--- src/rtl/smc_ahb_arbiter1_pkg.sv ---
// Shared AHB encodings, arbiter FSM states and the tie-break helper
// used by the two-master SMC arbiter.
package smc_ahb_arbiter1_pkg;

  localparam logic [1:0] HTRANS_IDLE   = 2'b00;
  localparam logic [1:0] HTRANS_BUSY   = 2'b01;
  localparam logic [1:0] HTRANS_NONSEQ = 2'b10;
  localparam logic [1:0] HTRANS_SEQ    = 2'b11;

  localparam logic [1:0] HRESP_OKAY  = 2'b00;
  localparam logic [1:0] HRESP_ERROR = 2'b01;

  typedef enum logic [1:0] {
    ST_IDLE = 2'd0,
    ST_ADDR = 2'd1,
    ST_DATA = 2'd2
  } arb_state_e;

  // Only NONSEQ/SEQ carry a transfer; BUSY and IDLE are ignored.
  function automatic logic htrans_is_xfer(input logic [1:0] t);
    logic r;
    case (t)
      HTRANS_NONSEQ, HTRANS_SEQ: r = 1'b1;
      HTRANS_IDLE, HTRANS_BUSY:  r = 1'b0;
      default:                   r = 1'b0;
    endcase
    return r;
  endfunction

  // Returns 1 when m1 should be granted.
  function automatic logic pick_m1(input logic req0, input logic req1,
                                   input logic last_m1, input logic fixed_prio);
    logic r;
    if (req0 && req1) r = fixed_prio ? 1'b0 : ~last_m1;
    else              r = req1;
    return r;
  endfunction

endpackage

--- src/rtl/smc_ahb_arbiter1_hold.sv ---
// Per-master address-phase capture: hold registers, pending flag and the
// master-facing hready/hresp/hrdata gating.
module smc_arb_hold1
  import smc_ahb_arbiter1_pkg::*;
#(
  parameter int ADDR_W = 32,
  parameter int DATA_W = 32
) (
  input  logic              clk,
  input  logic              rst_n,
  input  logic              hsel,
  input  logic [ADDR_W-1:0] haddr,
  input  logic [1:0]        htrans,
  input  logic              hwrite,
  input  logic [2:0]        hsize,
  input  logic              data_phase,
  input  logic              smc_hready,
  input  logic [1:0]        smc_hresp,
  input  logic [DATA_W-1:0] smc_hrdata,
  output logic              pend,
  output logic              capture,
  output logic [ADDR_W-1:0] addr_q,
  output logic              write_q,
  output logic [2:0]        size_q,
  output logic              hready,
  output logic [1:0]        hresp,
  output logic [DATA_W-1:0] hrdata
);

  logic done;

  // While this master owns the SMC data phase the SMC response is forwarded;
  // otherwise a pending master is simply stalled with an OKAY response.
  assign hready  = data_phase ? smc_hready : ~pend;
  assign hresp   = data_phase ? smc_hresp  : HRESP_OKAY;
  assign hrdata  = data_phase ? smc_hrdata : '0;
  assign done    = data_phase & smc_hready;
  assign capture = hsel & htrans_is_xfer(htrans) & hready;

  // A capture in the completion cycle re-arms pend rather than clearing it.
  always_ff @(posedge clk or negedge rst_n) begin
    if (!rst_n) begin
      pend    <= 1'b0;
      addr_q  <= '0;
      write_q <= 1'b0;
      size_q  <= '0;
    end else if (capture) begin
      pend    <= 1'b1;
      addr_q  <= haddr;
      write_q <= hwrite;
      size_q  <= hsize;
    end else if (done) begin
      pend    <= 1'b0;
    end
  end

endmodule

--- src/rtl/smc_ahb_arbiter1.sv ---
// Two-master AHB-lite arbiter in front of the SMC slave port: captures each
// master's address phase, arbitrates, and replays the transfer to the SMC.
module smc_ahb_arbiter1
  import smc_ahb_arbiter1_pkg::*;
#(
  parameter int ADDR_W     = 32,
  parameter int DATA_W     = 32,
  parameter int FIXED_PRIO = 0
) (
  input  logic              hclk1,
  input  logic              n_sys_reset1,
  input  logic              m0_hsel1,
  input  logic [ADDR_W-1:0] m0_haddr1,
  input  logic [1:0]        m0_htrans1,
  input  logic              m0_hwrite1,
  input  logic [2:0]        m0_hsize1,
  input  logic [DATA_W-1:0] m0_hwdata1,
  output logic [DATA_W-1:0] m0_hrdata1,
  output logic              m0_hready1,
  output logic [1:0]        m0_hresp1,
  input  logic              m1_hsel1,
  input  logic [ADDR_W-1:0] m1_haddr1,
  input  logic [1:0]        m1_htrans1,
  input  logic              m1_hwrite1,
  input  logic [2:0]        m1_hsize1,
  input  logic [DATA_W-1:0] m1_hwdata1,
  output logic [DATA_W-1:0] m1_hrdata1,
  output logic              m1_hready1,
  output logic [1:0]        m1_hresp1,
  output logic              smc_hsel1,
  output logic [ADDR_W-1:0] smc_haddr1,
  output logic [1:0]        smc_htrans1,
  output logic              smc_hwrite1,
  output logic [2:0]        smc_hsize1,
  output logic [DATA_W-1:0] smc_hwdata1,
  output logic              smc_hready_in1,
  input  logic [DATA_W-1:0] smc_hrdata1,
  input  logic              smc_hready1,
  input  logic [1:0]        smc_hresp1,
  output logic [1:0]        arb_grant1
);

  arb_state_e state_reg, state_next;
  logic       owner_reg, owner_next;
  logic       last_m1_reg, last_m1_next;

  logic [1:0]        m_hsel, m_hwrite, pend, capture, req, hready, data_phase, write_q;
  logic [1:0]        m_htrans [2];
  logic [1:0]        hresp    [2];
  logic [2:0]        m_hsize  [2];
  logic [2:0]        size_q   [2];
  logic [ADDR_W-1:0] m_haddr  [2];
  logic [ADDR_W-1:0] addr_q   [2];
  logic [DATA_W-1:0] m_hwdata [2];
  logic [DATA_W-1:0] hrdata   [2];

  assign m_hsel      = {m1_hsel1, m0_hsel1};
  assign m_hwrite    = {m1_hwrite1, m0_hwrite1};
  assign m_htrans[0] = m0_htrans1;
  assign m_htrans[1] = m1_htrans1;
  assign m_hsize[0]  = m0_hsize1;
  assign m_hsize[1]  = m1_hsize1;
  assign m_haddr[0]  = m0_haddr1;
  assign m_haddr[1]  = m1_haddr1;
  assign m_hwdata[0] = m0_hwdata1;
  assign m_hwdata[1] = m1_hwdata1;

  for (genvar gi = 0; gi < 2; gi++) begin : g_hold
    assign data_phase[gi] = (state_reg == ST_DATA) && (owner_reg == 1'(gi));

    smc_arb_hold1 #(
      .ADDR_W (ADDR_W),
      .DATA_W (DATA_W)
    ) u_hold (
      .clk        (hclk1),
      .rst_n      (n_sys_reset1),
      .hsel       (m_hsel[gi]),
      .haddr      (m_haddr[gi]),
      .htrans     (m_htrans[gi]),
      .hwrite     (m_hwrite[gi]),
      .hsize      (m_hsize[gi]),
      .data_phase (data_phase[gi]),
      .smc_hready (smc_hready1),
      .smc_hresp  (smc_hresp1),
      .smc_hrdata (smc_hrdata1),
      .pend       (pend[gi]),
      .capture    (capture[gi]),
      .addr_q     (addr_q[gi]),
      .write_q    (write_q[gi]),
      .size_q     (size_q[gi]),
      .hready     (hready[gi]),
      .hresp      (hresp[gi]),
      .hrdata     (hrdata[gi])
    );
  end

  // A capture in the current cycle counts as a request so an uncontended
  // transfer reaches the SMC address phase one cycle after the master issues it.
  assign req = pend | capture;

  always_ff @(posedge hclk1 or negedge n_sys_reset1) begin
    if (!n_sys_reset1) begin
      state_reg   <= ST_IDLE;
      owner_reg   <= 1'b0;
      last_m1_reg <= 1'b1;
    end else begin
      state_reg   <= state_next;
      owner_reg   <= owner_next;
      last_m1_reg <= last_m1_next;
    end
  end

  always_comb begin
    state_next   = state_reg;
    owner_next   = owner_reg;
    last_m1_next = last_m1_reg;
    case (state_reg)
      ST_IDLE: begin
        if (|req) begin
          owner_next = pick_m1(req[0], req[1], last_m1_reg, FIXED_PRIO != 0);
          state_next = ST_ADDR;
        end
      end
      ST_ADDR: begin
        if (smc_hready1) state_next = ST_DATA;
      end
      ST_DATA: begin
        if (smc_hready1) begin
          last_m1_next = owner_reg;
          if (req[~owner_reg]) begin
            owner_next = ~owner_reg;
            state_next = ST_ADDR;
          end else begin
            state_next = ST_IDLE;
          end
        end
      end
      default: state_next = ST_IDLE;
    endcase
  end

  // SEQ from a master is always replayed as NONSEQ: each transfer stands alone.
  always_comb begin
    smc_hsel1   = 1'b0;
    smc_htrans1 = HTRANS_IDLE;
    smc_haddr1  = '0;
    smc_hwrite1 = 1'b0;
    smc_hsize1  = '0;
    smc_hwdata1 = '0;
    arb_grant1  = 2'b00;
    case (state_reg)
      ST_ADDR: begin
        smc_hsel1   = 1'b1;
        smc_htrans1 = HTRANS_NONSEQ;
        smc_haddr1  = addr_q[owner_reg];
        smc_hwrite1 = write_q[owner_reg];
        smc_hsize1  = size_q[owner_reg];
        arb_grant1  = owner_reg ? 2'b10 : 2'b01;
      end
      ST_DATA: begin
        smc_haddr1  = addr_q[owner_reg];
        smc_hwrite1 = write_q[owner_reg];
        smc_hsize1  = size_q[owner_reg];
        smc_hwdata1 = m_hwdata[owner_reg];
        arb_grant1  = owner_reg ? 2'b10 : 2'b01;
      end
      default: ;
    endcase
  end

  assign smc_hready_in1 = smc_hready1;

  assign m0_hready1 = hready[0];
  assign m0_hresp1  = hresp[0];
  assign m0_hrdata1 = hrdata[0];
  assign m1_hready1 = hready[1];
  assign m1_hresp1  = hresp[1];
  assign m1_hrdata1 = hrdata[1];

endmodule

--- config.mk ---
export PLATFORM = sky130hd
export DESIGN_NAME = smc_ahb_arbiter1
export DESIGN_NICKNAME = d
export VERILOG_FILES = /design/src/rtl/smc_ahb_arbiter1_pkg.sv /design/src/rtl/smc_ahb_arbiter1_hold.sv /design/src/rtl/smc_ahb_arbiter1.sv
export SDC_FILE = /design/constraint.sdc
export NUM_CORES = 1
export LEC_CHECK = 0
export CORE_AREA = 2 2 125 127
export DETAILED_ROUTE_END_ITERATION = 6
export DIE_AREA = 0 0 127 129
export PLACE_DENSITY = 0.73
export SETUP_SLACK_MARGIN = 0.15
export SYNTH_ARGS = -nofsm -noshare
export SYNTH_HDL_FRONTEND = slang
export SYNTH_SLANG_ARGS = --single-unit
--- constraint.sdc ---
create_clock -name hclk1 -period 2.61 [get_ports hclk1]
set_clock_uncertainty 0.05 [all_clocks]
set_input_delay 0.261 -clock hclk1 [delete_from_list [all_inputs] [get_ports hclk1]]
set_output_delay 0.261 -clock hclk1 [all_outputs]
set_load 0.02 [all_outputs]
==> results of run 1 <==
[cells by family after synthesis]
kind of cell / after synthesis
simple gates: 153
buf+inv: 41
compound gates: 19
other cells: 1
mux: 142
flops: 78
fa+ha+maj: 4
[synthesized netlist by cell type]
cell / instances / area [um^2]
o21ba_2: 1 / 10.0
nand3b_1: 1 / 7.51
buf_6: 3 / 33.8
buf_4: 6 / 45.0
and2_1: 36 / 225
buf_1: 1 / 3.75
a2bb2oi_1: 1 / 8.76
nor4b_1: 1 / 8.76
nand2b_2: 1 / 8.76
clkbuf_1: 18 / 67.6
nand2_1: 4 / 15.0
and3_1: 34 / 213
clkinv_1: 1 / 3.75
a211oi_4: 2 / 40.0
buf_2: 10 / 50.1
mux2_1: 32 / 360
mux2_2: 41 / 462
o21bai_1: 2 / 15.0
a21oi_1: 6 / 30.0
a2111oi_0: 1 / 8.76
dfrtp_1: 77 / 1930
a22o_1: 1 / 8.76
o221ai_1: 1 / 8.76
nor2_1: 36 / 135
a311oi_1: 3 / 26.3
dfstp_2: 1 / 26.3
inv_1: 2 / 7.51
nor4bb_1: 1 / 10.0
nor2b_1: 38 / 238
conb_1: 1 / 3.75
mux2i_1: 69 / 691
ha_1: 4 / 50.1
nand2_2: 1 / 6.26
o21ai_0: 1 / 5.00
[cell type report]
| type | count | share of cell area (%) |
|---|---|---|
| diodes | 4 | 0.117 |
| clock buffers | 10 | 2.80 |
| clock inverters | 6 | 0.528 |
| inverters | 3 | 0.132 |
| multi-input cells | 319 | 30.7 |
| flip-flops and latches | 78 | 22.9 |
| well taps | 188 | 2.76 |
| repair buffers | 330 | 40.1 |
[path summary, 6_finish.rpt]
path / startpoint / endpoint / slack [ps]
max in group asynchronous: n_sys_reset1 / owner_reg / 1730
min reg2reg: g_hold[0].u_hold.addr_q[29] / g_hold[0].u_hold.addr_q[29] / 430
max reg2reg: state_reg[0] / owner_reg / 340
max: state_reg[0] / m1_hready1 / 280
min in group hclk1: g_hold[0].u_hold.addr_q[29] / g_hold[0].u_hold.addr_q[29] / 430
min: n_sys_reset1 / g_hold[0].u_hold.addr_q[12] / 40
[power by group through the flow]
stage / clock, mW / sequential [mW] / combinational (mW)
after floorplan: 0 / 2.05 / 3.30
after global placement: 0 / 2.15 / 5.48
after detailed placement: 0 / 2.19 / 5.56
after CTS: 1.22 / 2.17 / 5.35
after global routing: 1.28 / 2.26 / 5.60
final: 1.18 / 2.17 / 5.24
[layout by cell type (no fill, tap or decap), drive strengths merged, types with 2 or more instances in the layout]
master / count
a211oi: 2
mux2i: 69
clkbuf: 10
and2: 36
ha: 4
inv: 4
mux2: 73
dlygate4sd2: 78
clkdlybuf4s50: 178
dfrtp: 77
nor2: 36
clkinv: 2
nand2: 5
a21oi: 6
buf: 17
o21bai: 2
nor2b: 38
and3: 34
dlymetal6s2s: 56
diode: 4
clkinvlp: 3
a311oi: 3
[timing repair]
action,in CTS,in global routing
gates resized for setup,83,61
setup endpoints to repair,124,62
buffers inserted,0,0
[worst register-to-register path, cell delays in order (launching register included)]
cell	delay [ps]
dfrtp_1	400
inv_1	120
ha_2	240
buf_4	200
nor4bb_2	310
o221ai_1	260
o21ai_0	200
mux2_2	380
[layer usage]
layer,routed length [um],global-route usage (%),up-vias,part of all wire [%]
li1,-,-,2123,-
met1,7120,24.6,2158,39
met2,9120,36.1,198,51
met3,1460,6.44,26,8.1
met4,334,6.01,2,1.9
met5,12,0,-,0.066
==> run metrics, run 1 <==
Yosys cell types=34; Largest register FFs=64; kind of critical path=flop to primary output; #FFs+latches synth=78; crit path cell chain=inv_1, ha_2, buf_4, nand2_2, nor2_1, a21oi_1, dlygate4sd2_1; final period utilization=89.4%; I/O Pins=323; biggest regs=g_hold.u_hold.addr_q: 64 flops, g_hold.u_hold.size_q: 6 flops; Final setup viols=0; highest cell delay on the worst timing path=400 ps; cell area after placement=0.00816 mm^2; total grt overflow=0; sw power=3.53 mW; combinational power share=61.0%; clk sinks=78; die area=0.0164 mm^2; final wirelength=18,000 um; total power=8.60 mW; row count=45; initial antenna violation count=5; family with the most delay on the worst path=buffers and inverters; worst-skew pair later-pin latency=330 ps; Worst slew margin=34.0%; first-pass GRT wire length=25,900 um; Leakage=4.93 nW; Via Count=4,507; run status=complete, no violations; Hold Slack=35.7 ps; maximum vdd ir drop=0.688 mV; MaxCap Viol Count=0; Post-Layout Cell Count=938; Avg Cell Area, Syn=10.9 um^2; measured slew at the worst slew-check pin=990 ps; cts hold-fix bufs=0; setup_tns=0 ps; Wirelength per Cell=19.2 um; share of cells above drive strength 1=11.4%; number of H-tree levels=3; type of origin of the critical path=flop; Switching Share=41.1%; final hold vios=0; Req. time, crit path=2300 ps; Seq/Total Area, Yosys=41.0%; register area=0.00196 mm^2; Fillers=1,278; Core Util, Final=57.0%; drc violations=0; hpwl dp=14,400 um; Adder-Cell Fraction of Synth Area=1.05%; Synth Warn #=0; largest reg by FF count=g_hold.u_hold.addr_q; Starting Density=31.8%; crit-path max FO=10; internal power=5.07 mW; CTS tree=done; Post-Synthesis Cells=438; Total Routing Usage GR=20.7%; post-synthesis xor/xnor area fraction=0%; net count after synthesis=621; Mapped Area=0.00476 mm^2; Final nets=924; final setup margin=277 ps; r2r worst-path depth=7; Post-DRT Antenna Nets=0; RSZ-0062 raised after global routing=false; vias in the first global route=4,637; Placed Cells=918; DRT Pass-1 Iters=5; Starting DRT DRC Count=174; Worst-path clk slew=60 ps; Compound-Gate Fraction of Synth Area=3.39%; PwrDens=1010 mW/mm^2; buffer levels on the longest clock path=2; Die Height=129 um; main combinational cell family by area after synthesis=multiplexers; Critical Path Stages=7; worst slack at placement=209 ps; crit path buf inv count=3; sequential group share of total power=25.3%; chip width=127 um; CP max-delay cell=dfrtp_1; Final Max Tran Viols=0; largest net degree at the start of global routing=79; global placer's final weighted congestion=0.806; critical path data arrival time=2020 ps; path type of the worst min-delay path=input pin to asynchronous set/reset pin; port buffer count=319; proportion of synthesized area in mux cells=31.8%; Via density=4.80; Core ar.=0.0150 mm^2; Multi-input gate area=0.00262 mm^2; Clock power frac=13.8%; cell area after layout=0.00853 mm^2; Fmax achieved=429 MHz; post-layout min period=2330 ps; synthesis-to-finish area growth=79.3%; CTS buffer count=9; simple logic cell fraction of the synthesized area=18.2%; Worst Setup End Kind=primary output; root buffer cell=clkbuf_16
Note: power is estimated with default switching activity, not from simulation.
==> run 2, diff against run 1 <==
- ABC_AREA: unset -> 1
- CORE_AREA: 2 2 125 127 -> 2 2 126 128
- DIE_AREA: 0 0 127 129 -> 0 0 128 130
- PLACE_DENSITY: 0.73 -> 0.7
==> run 2 against run 1 <==
Worst hold slack gained 30 ps. Synthesized area shrank 6.9%. Synthesized cell count grew 22%. Cell count grew 11%. Register-to-register slack lost 20 ps. Global-route usage shrank 2.3 points. Largest cell class unchanged. Highest routed layer is now met4.
==> run metrics, run 2 <==
worst slack at placement=146 ps (-62.5 ps); Die Height=130 um (+0.78%); measured slew at the worst slew-check pin=1010 ps (+17.6 ps); proportion of synthesized area in mux cells=11.6% (-20 points); Placed Cells=1,023 (+11%); largest cells by area after synthesis=dfrtp_1 (43%), mux2_4 (9.8%), nand2_1 (8.6%); crit-path max FO=32 (+22); type of origin of the critical path=flop; cts hold-fix bufs=0 (unchanged); Synth Warn #=0 (unchanged); leading area contributor after synthesis=dfrtp_1; CTS buffer count=9 (unchanged); r2r worst-path depth=9 (+2); Starting Density=28.7% (-3.1 points); Wirelength per Cell=15.5 um (-19%); Adder-Cell Fraction of Synth Area=1.13% (+0.078 points); row count=46 (+2.2%); chip width=128 um (+0.79%); die area=0.0166 mm^2 (+1.6%); number of H-tree levels=3 (unchanged); total power=7.88 mW (-8.3%); biggest regs=g_hold.u_hold.addr_q: 64 flops, g_hold.u_hold.size_q: 6 flops; Final Max Tran Viols=0 (unchanged); Final setup viols=0 (unchanged); initial antenna violation count=1 (-4); Core ar.=0.0154 mm^2 (+3.0%); total grt overflow=0 (unchanged); CTS tree=done; post-layout min period=2360 ps (+25.9 ps); Req. time, crit path=2300 ps (about the same); most common flop cell mapped by yosys=dfrtp_1; MaxCap Viol Count=0 (unchanged); I/O Pins=323 (unchanged); #FFs+latches synth=78 (unchanged); top cells by count, synth=nand2_1 (102), inv_1 (83), dfrtp_1 (77), nor2_1 (72), o21ai_0 (72); Largest register FFs=64 (unchanged); Mapped Area=0.00443 mm^2 (-6.9%); setup_tns=0 ps (unchanged); simple logic cell fraction of the synthesized area=16.4% (-1.8 points); reg2reg end=g_hold[1].u_hold.addr_q[16]; vias in the first global route=4,418 (-4.7%); critical path data arrival time=2050 ps (+30 ps); synthesis-to-finish area growth=82.6%; Compound-Gate Fraction of Synth Area=15.0% (+12 points); Fmax achieved=424 MHz (-1.1%); global placer's final weighted congestion=0.785 (-2.7%); Via density=4.41 (-8.1%); path type of the worst min-delay path=input pin to asynchronous set/reset pin; commonest non-fill, non-tap cell in the layout=clkdlybuf4s50_1; kind of critical path=flop to primary output; run status=complete, no violations; share of cells above drive strength 1=9.23% (-2.2 points); commonest cells after routing, fill and taps aside=clkdlybuf4s50_1 (181), nand2_1 (102), inv_1 (83); worst-skew pair later-pin latency=330 ps (about the same); post-synthesis xor/xnor area fraction=0% (unchanged); first-pass GRT wire length=23,700 um (-8.6%); buffer levels on the longest clock path=2 (unchanged); Total Routing Usage GR=18.4% (-2.3 points); Post-Synthesis Cells=535 (+22%); largest net degree at the start of global routing=79 (unchanged); Post-DRT Antenna Nets=0 (unchanged); DRT Pass-1 Iters=4 (-1); Worst slew margin=32.8% (-1.2 points); reg2reg start=state_reg[0]; Via Count=4,586 (+1.8%); maximum vdd ir drop=0.537 mV (-22%); Final nets=1,025 (+11%); Yosys cell types=27 (-21%); FF-to-FF setup slack=320 ps (-20 ps); Post-synth EDFFs=0 (unchanged); Synth top area share=43.5% (+3.0 points); Avg Cell Area, Syn=8.28 um^2 (-24%); PwrDens=974 mW/mm^2 (-3.3%); main combinational cell family by area after synthesis=simple AND/OR/NAND/NOR gates; largest reg by FF count=g_hold.u_hold.addr_q; count leader, synth=nand2_1; Leakage=4.64 nW (-6.0%); Fillers=1,458 (+14%); Seq/Total Area, Yosys=44.1% (+3.0 points); RSZ-0062 raised after global routing=true; Starting DRT DRC Count=124 (-29%); Worst Setup End Kind=primary output; final period utilization=90.4% (+0.99 points); root buffer cell=clkbuf_16; drc violations=0 (unchanged); setup bufs post-CTS=0 (unchanged); final setup margin=251 ps (-25.9 ps); final wirelength=16,100 um (-11%); clk sinks=78 (unchanged); asr flop ratio synth=100% (unchanged); final hold vios=0 (unchanged); Worst-path clk slew=60 ps (about the same); Hold Slack=65.3 ps (+29.6 ps); hpwl dp=12,100 um (-15%); net count after synthesis=718 (+16%); port buffer count=319 (unchanged); Post-Layout Cell Count=1,039 (+11%)
[run 2: routing by layer]
metal  part of all wire (%)  track usage (%)  vias to the layer above
li1                       -                -                     2292
met3                    9.4             7.01                       14
met2                     48             30.5                      182
met5                      0                0                        -
met1                     42             22.5                     2098
met4                   0.92             5.24                        0
[run 2: what timing repair did]
item / in CTS / in global routing
gates resized for setup: 108 / 66
cloned: 0 / 0
endpoints found under the hold margin: 0 / 0
endpoints found under the setup margin: 140 / 65
[run 2: how the worst max path moves through the flow]
| stage | startpoint | to | slack, ps |
|---|---|---|---|
| 2_1_floorplan | state_reg[0] | smc_hwdata1[10] | 650 |
| 3_3_place_gp | state_reg[0] | smc_hwdata1[1] | 160 |
| 3_5_place_dp | state_reg[0] | smc_hwdata1[1] | 150 |
| 4_1_cts | state_reg[0] | arb_grant1[0] | 150 |
| 5_1_grt | state_reg[0] | smc_hwdata1[6] | 140 |
| 6_report | state_reg[0] | smc_hwdata1[6] | 250 |
[run 2: area by class of cell]
cell class | count | area (um^2) | area share (%)
repair buffers | 330 | 3300 | 40.7
multi-input cells | 335 | 1960 | 24.3
flip-flops and latches | 78 | 1950 | 24.1
inverters | 88 | 330 | 4.08
well taps | 192 | 240 | 2.97
clock buffers | 10 | 229 | 2.83
clock inverters | 4 | 73.8 | 0.913
diodes | 2 | 5.00 | 0.0619
[run 2: stage by stage]
step	utilization, %	instance area (um^2)
3_5_place_dp	50.6	7810
3_3_place_gp	50.6	7810
5_1_grt	52.4	8090
2_1_floorplan	-	4430
6_report	52.4	8090
4_1_cts	51.8	7990
[run 2: logic make-up after synthesis]
kind of cell	after synthesis
and+or+nand+nor	186
buffers and inverters	122
AOI/OAI and AO/OA	108
DFF	78
muxes	36
adders and majority gates	4
other	1
[run 2: critical path: stages (launching register included)]
cell           delay (ps)
dfrtp_1               400
inv_1                  90
ha_2                  280
nand2_1               140
inv_2                 120
buf_12                190
a22o_1                140
dlygate4sd2_1         340
[run 2: power by group]
| part | switching (mW) | internal (mW) | total (mW) |
|---|---|---|---|
| combinational | 2.53 | 1.94 | 4.47 |
| clock | 0.486 | 0.827 | 1.31 |
| sequential | 0.278 | 1.82 | 2.09 |
| total | 3.29 | 4.59 | 7.88 |
==> run 3, diff against run 2 <==
- GPL_TIMING_DRIVEN: unset -> 0
==> run 3 against run 2 <==
Fmax down 1.6%. Wire length up 6.6%. Sequential share of layout area grew 0.12 points. Via count is 2.7% higher. Sequential power about the same. Register-to-register slack gained 290 ps. Core utilization down 0.25 points. Critical endpoint is now smc_hwdata1[28]. Critical path type unchanged. Clock-buffer cell count shrank 1. First-iteration DRC count increased by 20%. Power decreased by 0.24%.
==> run metrics, run 3 (synthesis gave the netlist of run 2 again) <==
hpwl dp=13,600 um (+12%); die area=0.0166 mm^2 (unchanged); commonest cells after routing, fill and taps aside=clkdlybuf4s50_1 (180), nand2_1 (100), inv_1 (83); buffer levels on the longest clock path=2 (unchanged); measured slew at the worst slew-check pin=539 ps (-469 ps); chip width=128 um (unchanged); crit-path max FO=10 (-69%); Final setup viols=0 (unchanged); biggest regs=g_hold.u_hold.addr_q: 64 flops, g_hold.u_hold.size_q: 6 flops; Placed Cells=1,047 (+2.3%); final wirelength=17,200 um (+6.6%); combinational power share=57.2% (+0.4 points); worst-skew pair later-pin latency=340 ps (about the same); MaxCap Viol Count=0 (unchanged); Worst-path clk slew=60 ps (about the same); final hold vios=0 (unchanged); largest reg by FF count=g_hold.u_hold.addr_q; Die Height=130 um (unchanged); Final Max Tran Viols=0 (unchanged); cell area after layout=0.00805 mm^2 (-0.48%); post-layout min period=2400 ps (+37.9 ps); global placer's final weighted congestion=0.807 (+2.8%); vias in the first global route=4,570 (+3.4%); first-pass GRT wire length=24,900 um (+5.4%); CTS buffer count=9 (unchanged); Core ar.=0.0154 mm^2 (unchanged); share of cells above drive strength 1=16.8% (+7.6 points); Fmax achieved=417 MHz (-1.6%); Multi-input gate area=0.00196 mm^2 (+0.13%); sequential group share of total power=26.7% (about the same); largest net degree at the start of global routing=41 (-48%); I/O Pins=323 (unchanged); PwrDens=977 mW/mm^2 (+0.24%); run status=complete, no violations; Fillers=1,533 (+5.1%); RSZ-0062 raised after global routing=true; Req. time, crit path=2300 ps (about the same); row count=46 (unchanged); internal power=4.46 mW (-2.8%); final period utilization=91.8% (+1.5 points); Final nets=1,054 (+2.8%); Leakage=4.39 nW (-5.4%); Clock power frac=16.1% (-0.6 points); CTS tree=done; number of H-tree levels=3 (unchanged); Wirelength per Cell=16.1 um (+3.6%); Starting DRT DRC Count=149 (+20%); DRT Pass-1 Iters=4 (unchanged); path type of the worst min-delay path=input pin to asynchronous set/reset pin; cell area after placement=0.00788 mm^2 (+0.96%); register area=0.00195 mm^2 (unchanged); total grt overflow=0 (unchanged); maximum vdd ir drop=0.588 mV (+9.4%); Post-DRT Antenna Nets=0 (unchanged); root buffer cell=clkbuf_16; type of origin of the critical path=flop; Via density=4.40 (-0.25%); Switching Share=43.3% (+1.5 points); Largest register FFs=64 (unchanged); Worst slew margin=64.1% (+31 points); Worst Setup End Kind=primary output; commonest non-fill, non-tap cell in the layout=clkdlybuf4s50_1; port buffer count=319 (unchanged); synthesis-to-finish area growth=81.7%; Starting Density=28.7% (unchanged); kind of critical path=flop to primary output; sw power=3.40 mW (+3.4%); critical path data arrival time=2090 ps (+40 ps); clk sinks=78 (unchanged); Via Count=4,711 (+2.7%); initial antenna violation count=0 (-1); drc violations=0 (unchanged); Total Routing Usage GR=19.6% (+1.2 points); Post-Layout Cell Count=1,070 (+3.0%)
## run 3: changes by cell type in the layout (fill, tap and decap cells not counted), sizes merged, moves of 2 or more
cell           previous run  this run
clkbuf                   16        58
dlymetal6s2s             33        12
buf                      12        30
dlygate4sd2              79        72
clkdlybuf4s15            19        15
clkinv                    3         5
## run 3: power groups by stage
| stage | Clock [mW] | Combinational (mW) | Sequential, mW |
|---|---|---|---|
| 4_1_cts | 1.30 | 4.61 | 2.10 |
| 3_3_place_gp | 0 | 4.90 | 2.09 |
| 3_5_place_dp | 0 | 4.94 | 2.11 |
| 5_1_grt | 1.36 | 4.90 | 2.16 |
| 6_report | 1.27 | 4.50 | 2.10 |
| 2_1_floorplan | 0 | 2.73 | 2.03 |
## run 3: timing repair
action	4_1_cts	5_1_grt
setup endpoints to repair	136	70
setup buffers	3	0
gates cloned	0	1
hold buffers	1	0
gates resized for setup	184	116
pin swaps	0	0
endpoints found under the hold margin	39	0
## run 3: area by class of cell
type	instances	share of cell area (%)
Sequential cell	78	24.3
Antenna cell	2	0.0622
Inverter	88	4.18
Buffer	34	3.12
Clock buffer	9	2.80
Tap cell	192	2.98
Multi-Input combinational cell	335	24.4
Timing Repair Buffer	325	37.3
Clock inverter	7	0.917
## run 3: layer usage
| metal | global-route usage (%) | wire (um) | up-vias | share of wire, % |
|---|---|---|---|---|
| li1 | - | - | 2358 | - |
| met1 | 24.0 | 7130 | 2158 | 41 |
| met2 | 33.6 | 8460 | 176 | 49 |
| met3 | 5.74 | 1350 | 19 | 7.8 |
| met4 | 6.01 | 253 | 0 | 1.5 |
| met5 | 0 | 0 | - | 0 |
## run 3: path summary, 6_finish.rpt
path                              start                           to  slack [ps]  depth (start not counted)
max in group asynchronous  n_sys_reset1                  last_m1_reg        1420                          3
min reg2reg                 last_m1_reg                  last_m1_reg         420                          2
max reg2reg                state_reg[0]  g_hold[1].u_hold.addr_q[29]         610                         10
min                        n_sys_reset1  g_hold[1].u_hold.addr_q[18]         420                          2
min in group hclk1          last_m1_reg                  last_m1_reg         420                          2
max                        state_reg[1]              smc_hwdata1[28]         210                          7
## run 3: worst max-delay path: stages (launching register included)
cell	delay, ps
dfrtp_1	410
ha_1	190
buf_4	160
nand2_4	130
clkinv_2	130
buf_4	190
a22o_1	220
dlygate4sd2_1	320
## run 3: metrics by stage
step | setup WS (ps) | utilization [%] | TNS, ps | hold slack [ps] | total power, mW
4_1_cts | 120 | 52.8 | 0 | 400 | 8.00
3_3_place_gp | -1640 | 51.0 | -129660 | 406 | 6.99
2_1_floorplan | 649 | - | 0 | -84.6 | 4.76
6_report | 213 | 52.2 | 0 | 421 | 7.86
5_1_grt | 90.3 | 52.2 | 0 | 429 | 8.42
3_5_place_dp | -169 | 51.1 | -3900 | 227 | 7.05
